<file path="config.mk">
export PLATFORM = sky130hd
export DESIGN_NAME = hazard_ctrl
export DESIGN_NICKNAME = d
export VERILOG_FILES = /design/src/rtl/cpu_types_pkg.sv /design/src/rtl/hazard_ctrl.sv
export SDC_FILE = /design/constraint.sdc
export NUM_CORES = 1
export LEC_CHECK = 0
export ABC_AREA = 1
export ABC_CLOCK_PERIOD_IN_PS = 2000
export CAP_MARGIN = 20
export CORE_MARGIN = 4
export CORE_UTILIZATION = 49
export DETAILED_ROUTE_END_ITERATION = 6
export GPL_TIMING_DRIVEN = 1
export PLACE_DENSITY = 0.92
export SLEW_MARGIN = 20
export SYNTH_ARGS = -nofsm -noshare
export SYNTH_HDL_FRONTEND = slang
export SYNTH_SLANG_ARGS = --single-unit
</file>
<file path="constraint.sdc">
create_clock -name CLK -period 2 [get_ports CLK]
set_input_delay 0.3 -clock CLK [delete_from_list [all_inputs] [get_ports CLK]]
set_output_delay 0.3 -clock CLK [all_outputs]
set_load 0.005 [all_outputs]
</file>
<file path="src/rtl/cpu_types_pkg.sv">
// Shared CPU types: register index, data word and hazard controller states.
package cpu_types_pkg;

    typedef logic [4:0]  regbits_t;
    typedef logic [31:0] word_t;

    typedef enum logic [1:0] {
        RUN,
        DWAIT,
        HALTED
    } hz_state_t;

    localparam word_t STALL_MAX = 32'hFFFF_FFFF;

endpackage

</file>
<file path="src/rtl/hazard_ctrl.sv">
// Pipeline hazard controller: arbitrates data/instruction misses, redirects and
// load-use hazards into per-stage enable/flush controls; tracks halt and stalls.
module hazard_ctrl
    import cpu_types_pkg::*;
(
    input  logic     CLK,
    input  logic     RST,
    input  logic     ihit,
    input  logic     dhit,
    input  logic     mem_dreq,
    input  regbits_t id_rs,
    input  regbits_t id_rt,
    input  logic     id_uses_rs,
    input  logic     id_uses_rt,
    input  logic     ex_dREN,
    input  regbits_t ex_wsel,
    input  logic     ex_redirect,
    input  logic     wb_halt,
    output logic     pc_en,
    output logic     ifid_en,
    output logic     idex_en,
    output logic     exmem_en,
    output logic     memwb_en,
    output logic     ifid_flush,
    output logic     idex_flush,
    output logic     exmem_flush,
    output logic     memwb_flush,
    output logic     halt,
    output word_t    stall_cnt
);

    hz_state_t state;
    hz_state_t next_state;
    logic      dmiss;
    logic      load_use;
    logic      halted_now;

    assign dmiss    = mem_dreq & ~dhit;
    // A load targeting $0 never produces a value worth waiting for.
    assign load_use = ex_dREN & (ex_wsel != '0) &
                      ((id_uses_rs & (id_rs == ex_wsel)) |
                       (id_uses_rt & (id_rt == ex_wsel)));

    // During a reset cycle the outputs behave as in RUN.
    assign halted_now = (state == HALTED) & ~RST;
    assign halt       = (state == HALTED);

    always_ff @(posedge CLK) begin
        if (RST) begin
            state <= RUN;
        end else begin
            state <= next_state;
        end
    end

    always_comb begin
        next_state = state;
        case (state)
            RUN, DWAIT: begin
                if (wb_halt) begin
                    next_state = HALTED;
                end else if (dmiss) begin
                    next_state = DWAIT;
                end else begin
                    next_state = RUN;
                end
            end
            HALTED:  next_state = HALTED;
            default: next_state = RUN;
        endcase
    end

    always_comb begin
        pc_en       = 1'b1;
        ifid_en     = 1'b1;
        idex_en     = 1'b1;
        exmem_en    = 1'b1;
        memwb_en    = 1'b1;
        ifid_flush  = 1'b0;
        idex_flush  = 1'b0;
        exmem_flush = 1'b0;
        memwb_flush = 1'b0;
        if (halted_now || wb_halt) begin
            pc_en    = 1'b0;
            ifid_en  = 1'b0;
            idex_en  = 1'b0;
            exmem_en = 1'b0;
            memwb_en = 1'b0;
        end else if (dmiss) begin
            // Freeze upstream; MEM/WB takes a bubble while the data access waits.
            pc_en       = 1'b0;
            ifid_en     = 1'b0;
            idex_en     = 1'b0;
            exmem_en    = 1'b0;
            memwb_flush = 1'b1;
        end else if (ex_redirect) begin
            ifid_flush = 1'b1;
            idex_flush = 1'b1;
        end else if (load_use) begin
            pc_en      = 1'b0;
            ifid_en    = 1'b0;
            idex_flush = 1'b1;
        end else if (!ihit) begin
            pc_en      = 1'b0;
            ifid_flush = 1'b1;
        end
    end

    always_ff @(posedge CLK) begin
        if (RST) begin
            stall_cnt <= '0;
        end else if (!pc_en && state != HALTED && stall_cnt != STALL_MAX) begin
            stall_cnt <= stall_cnt + 32'd1;
        end
    end

endmodule

</file>
==> Word-level counts from Yosys, hierarchy flattened <==
Cells that the tools add are included.
{ "totals": {"output_inout_bits": 42, "regBits": 34} }
{ "classes": {"eq_ne": 6, "n_reduce_logical": 7, "bitwise": 9, "addsub": 1, "muxes": 26} }
{ "ops": {"columns": ["op", "n"], "rows": [
  ["$add A32 B1 Y32 const B", 1],
  ["$ne A32 B32 Y1 const B", 1],
  ["$mux W1", 24],
  ["$eq A5 B5 Y1", 2],
  ["$and A1 B1 Y1", 6],
  ["$reduce_bool A5 Y1", 1],
  ["$pmux W2 S2", 1],
  ["$eq A2 B1 Y1 const B", 1],
  ["$eq A2 B2 Y1 const B", 1],
  ["$logic_and A1 B1 Y1", 2],
  ["$logic_not A2 Y1", 1],
  ["$mux W2", 1],
  ["$ne A2 B2 Y1 const B", 1],
  ["$not A1 Y1", 2],
  ["$reduce_or A2 Y1", 1],
  ["$logic_not A1 Y1", 1],
  ["$logic_or A1 B1 Y1", 1],
  ["$or A1 B1 Y1", 1]
]} }

==> Logic depth before layout (Yosys ltp) <==
{ "logic_depth": {"word_depth": 11, "mapped_depth": 12, "depth_no_buf": 11} }

==> Worst setup path after synthesis <==
No wires, ideal clock.
{ "synth_timing": {"kind": "reg2reg", "from": "register stall_cnt[0]", "to": "register stall_cnt[0]", "slack_ps": 201, "n_path_buf": 1, "path_stages_with_launch": 10, "arrival_ps": 1667, "path_cell_list": "dfxtp_1 -> ha_1 -> nand2_1 -> nor2_2 -> nand4_1 -> nor3_2 -> nand3_2 -> clkbuf_1 -> nand4_1 -> a21oi_1"} }
{ "synth_via": {"elab_chain_cells": 2, "word_cells_on_any_way": 3, "cone_classes": "add/sub (1); eq/ne (1); reduce/logical (1)"} }
{ "synth_lines": {"columns": ["item", "line_no", "rtl"], "rows": [
  ["start: declaration", "hazard_ctrl.sv:29", "output word_t stall_cnt"],
  ["start signal: assignment", "hazard_ctrl.sv:113", "stall_cnt <= stall_cnt + 32'd1;"],
  ["branches (longest 2 deep; another with $add A32 B1 Y32)", null, null]
]} }
Several ways; the timed one is not identified.
A chain may end at the register's enable or synchronous reset.

==> Worst setup path after layout <==
{ "layout_timing": {"from": "register state[1]", "to": "output exmem_en"} }
{ "layout_via": {"elab_chain_cells": 4} }
{ "layout_lines": {"columns": ["item", "line_no", "rtl"], "rows": [
  ["start: declaration", "hazard_ctrl.sv:32", "hz_state_t state;"],
  ["start signal: assignment", "hazard_ctrl.sv:52", "state <= next_state;"],
  ["$eq A2 B2 Y1", "hazard_ctrl.sv:45", "assign halted_now = (state == HALTED) & ~RST;"],
  ["$and A1 B1 Y1", "hazard_ctrl.sv:45", null],
  ["$logic_or A1 B1 Y1", "hazard_ctrl.sv:83", "if (halted_now || wb_halt) begin"],
  ["$mux W1", "hazard_ctrl.sv:83", null],
  ["end: declaration", "hazard_ctrl.sv:22", "output logic exmem_en,"]
]} }
No other way between the ends.

==> summary by stage <==
Outcome
The flow ran to the end, and the final reports show no timing, DRC or antenna violations.

Cells and area
The area used by sequential logic in the layout is 683 um2. The antenna cell count is 0. For this run, the number of standard cells in the final layout without fillers is 568. The area growth from synthesis to final layout is 39.7%. The final instance area is 3510 um2. The ratio of cells with drive above 1 in the final layout is 0.122. The fill cell total of the finished layout is 412.

Summing all multi-input logic gate instances after layout gives 1650 um2. At the end of the flow the core is filled with cells to 0.724. The final net count is between 500 and 600.

Routing
The total wirelength of the detailed-routed design is 8.16 mm. In the routed design, unresolved DRC markers number 0. The detailed router finished its first iteration with 306 violations.

In this run the remaining antenna-violating nets after routing total 0. Detailed routing inserted a total of 3,139 vias. Dividing the detail-routed wire length by the instance count gives 14.4 um. The detailed-route vias per instance is 5.53.

The detailed-routing iteration count for the pre-antenna-repair pass is 5.

Timing
Setup repair after global routing left no endpoint under its margin. For the final database, setup skew stands at 0.00770 ns. Setup violations remaining at the end of the flow were counted as 0. Across all hold checks on the routed design, the worst slack comes to 0.447 ns. The maximum achievable frequency is 513 MHz.

The number of endpoints with negative hold slack in the final report is 0. Summed over all failing endpoints, the final setup total negative slack is 0 ns. The final critical-path required period is 1.95 ns. Of the available clock period, the critical path in the final layout requires 0.974. The number of pins exceeding their max-slew limit in the final report is 0.

Clock tree
The TritonCTS clock tree is yes. The H-tree was split into 2 levels. The clock slew at the register clock pins of the worst setup and hold paths is 0.07 ns.

The clock buffer count from CTS is 5. The maximum buffer depth of the clock tree is 2. The clock drives 34 sinks.

The tree is rooted in a clkbuf_8. The clock reaches the later pin of the worst-skew pair after 0.29 ns. Hold repair after CTS inserted 0 buffers.

Synthesis
The proportion of synthesized flip-flops having asynchronous set or reset is 0. The synthesized netlist contains 26 unique library cells. After synthesis, the cell types taking the most area are dfxtp_1 (27%), nand2_1 (22%), nand4_1 (9.5%).

The total nets after synthesis is approximately 450. The average cell area after synthesis is 5.96 um2. The cell taking the most area after synthesis is dfxtp_1.

By count the netlist is led by nand2_1 (146), nor2_1 (49), inv_1 (40), nand4_1 (38), a21oi_1 (35). For this run, the register share of the synthesized area comes to 0.271. The most used flip-flop cell after synthesis is dfxtp_1. The most frequently used cell type in the post-synthesis netlist is nand2_1. The share of the synthesized area in the top cell type is 0.271. The synthesized area is approximately 2500 um2.

For this run, the number of Yosys warnings is 0. After synthesis the netlist holds a flip-flop and latch count of 34. After technology mapping, the gate count stands at 422.

The count of flip-flops with a built-in enable after synthesis is 0.

Run
The max capacitance violation total is 0.

Placed design
Port buffering added 65 buffers. The count of placed standard cells including taps is 558. The HPWL reported at the end of detailed placement is a little over 6 mm. The last weighted congestion value of the routability-driven placer is 0.957.

The area after detailed placement is 3320 um2.

Global route
The number of antenna violations at the first check in global routing is 0. Entering global routing, the biggest net connects 35 pins. The number of global-route vias before repair is 2,848. The global-route wire length before repair is about 13 mm. For this run, the total global-route usage over all layers was measured as 0.262. The total overflow left after global routing is 0.

Floorplan
The floorplan step set the die height to 79.6 um. The number of top-level design ports is 67. The core outline area is roughly 4800 um2.

The die width is 79.6 um. The number of rows in the core area is 25. For this configuration, the core starts out at a cell density of 0.518.

The die covers ~6300 um2.

Critical path
The critical path data arrival time is approximately 1.7 ns. The critical-path maximum fanout is 2. The type of element launching the critical path is a flip-flop. STA classifies the critical path endpoint as an output pin. The classification of the worst setup path is flip-flop to output pin. The setup slack of the most critical reg-to-reg path is 0.15 ns. The data required time at the worst endpoint is 1.70 ns.

Power and ir drop
VDD sags by at most about 0.38 mV. The total leakage power is roughly 1.5 nW. The power per cell area is about 430 nW/um2.

Min path
The tightest min-delay check is of the flip-flop to flip-flop type.
[registers in the layout, indices dropped and copies added (netlist names)]
register and cells:
state 2, stall_cnt 32
[worst max-delay path, cell delays in order (launching register included)]
cell and delay (ns):
dfxtp_1 0.35, inv_2 0.06, nor2_4 0.09, inv_2 0.05
o21ai_2 0.17, nor2_2 0.07, buf_4 0.13, clkdlybuf4s50_1 0.44
[where the power goes]
part           switching [mW]  internal (mW)
Clock                   0.254          0.278
Sequential            0.00899          0.685
Combinational           0.156          0.131
[metal layers]
metal  vias up  track usage  wire, um
li1       1524            -         -
met1      1420        0.337      3420
met2       177        0.432      3930
met3        18       0.0451       649
met4         0        0.108       162
met5         -            0         0
[per-stage QoR]
| step | setup WS (ns) | power, mW |
|---|---|---|
| after floorplan | 0.201 | 0.846 |
| after CTS | 0.0132 | 1.50 |
| after detailed placement | -0.334 | 0.983 |
| final | 0.0516 | 1.51 |
| after global routing | 0.000447 | 1.58 |
| after global placement | -0.296 | 0.976 |
[timing repair]
item                                   4_1_cts  5_1_grt
gates cloned                                 0        0
endpoints found under the hold margin        0        0
gates resized for setup                     23       29
buffers inserted                             2        0
pin swaps                                    4       13
setup endpoints to repair                   13       39
[final cells by class]
class                   instances  share of cell area
multi-input cells             328               0.470
repair buffers                 89               0.241
flip-flops and latches         34               0.195
inverters                      42              0.0449
clock buffers                   7              0.0246
well taps                      67              0.0239
clock inverters                 1             0.00143
[logic make-up after synthesis]
logic type / Yosys count / synth area share
AND/OR/NAND/NOR: 270 / 0.484
flip-flops: 34 / 0.271
adder cells (fa/ha/maj): 1 / 0.00498
AO/OA/AOI/OAI: 38 / 0.0772
other: 1 / 0.00149
buffers and inverters: 60 / 0.0986
XOR/XNOR: 18 / 0.0627
[path summary, 6_finish.rpt]
| check | from | to | depth (start not counted) |
|---|---|---|---|
| worst max-delay path | state[1] | exmem_en | 7 |
| worst min register to register | state[1] | state[0] | 1 |
| worst min-delay path | state[1] | state[0] | 1 |
| worst max register to register | stall_cnt[0] | stall_cnt[15] | 8 |
[placed cells by master (no fill, tap or decap), types with 2 or more instances in the layout]
| master | count |
|---|---|
| nor3_1 | 5 |
| nand3_2 | 4 |
| a21oi_1 | 34 |
| clkbuf_2 | 2 |
| buf_4 | 20 |
| dlymetal6s2s_1 | 8 |
| nand3b_1 | 9 |
| o21ai_0 | 2 |
| dfxtp_1 | 32 |
| nor2_4 | 2 |
| xnor2_1 | 6 |
| nand2_1 | 144 |
| nor2_2 | 4 |
| clkbuf_8 | 6 |
| clkdlybuf4s50_1 | 46 |
| nor2_1 | 44 |
| dfxtp_2 | 2 |
| nand3_1 | 9 |
| nand4_1 | 38 |
| buf_6 | 3 |
| nor3b_1 | 2 |
| nor3_2 | 4 |
| xor2_1 | 12 |
| nand2_2 | 2 |
| inv_1 | 38 |
| inv_2 | 4 |
| dlygate4sd2_1 | 7 |
(Power assumes the default switching activity.)
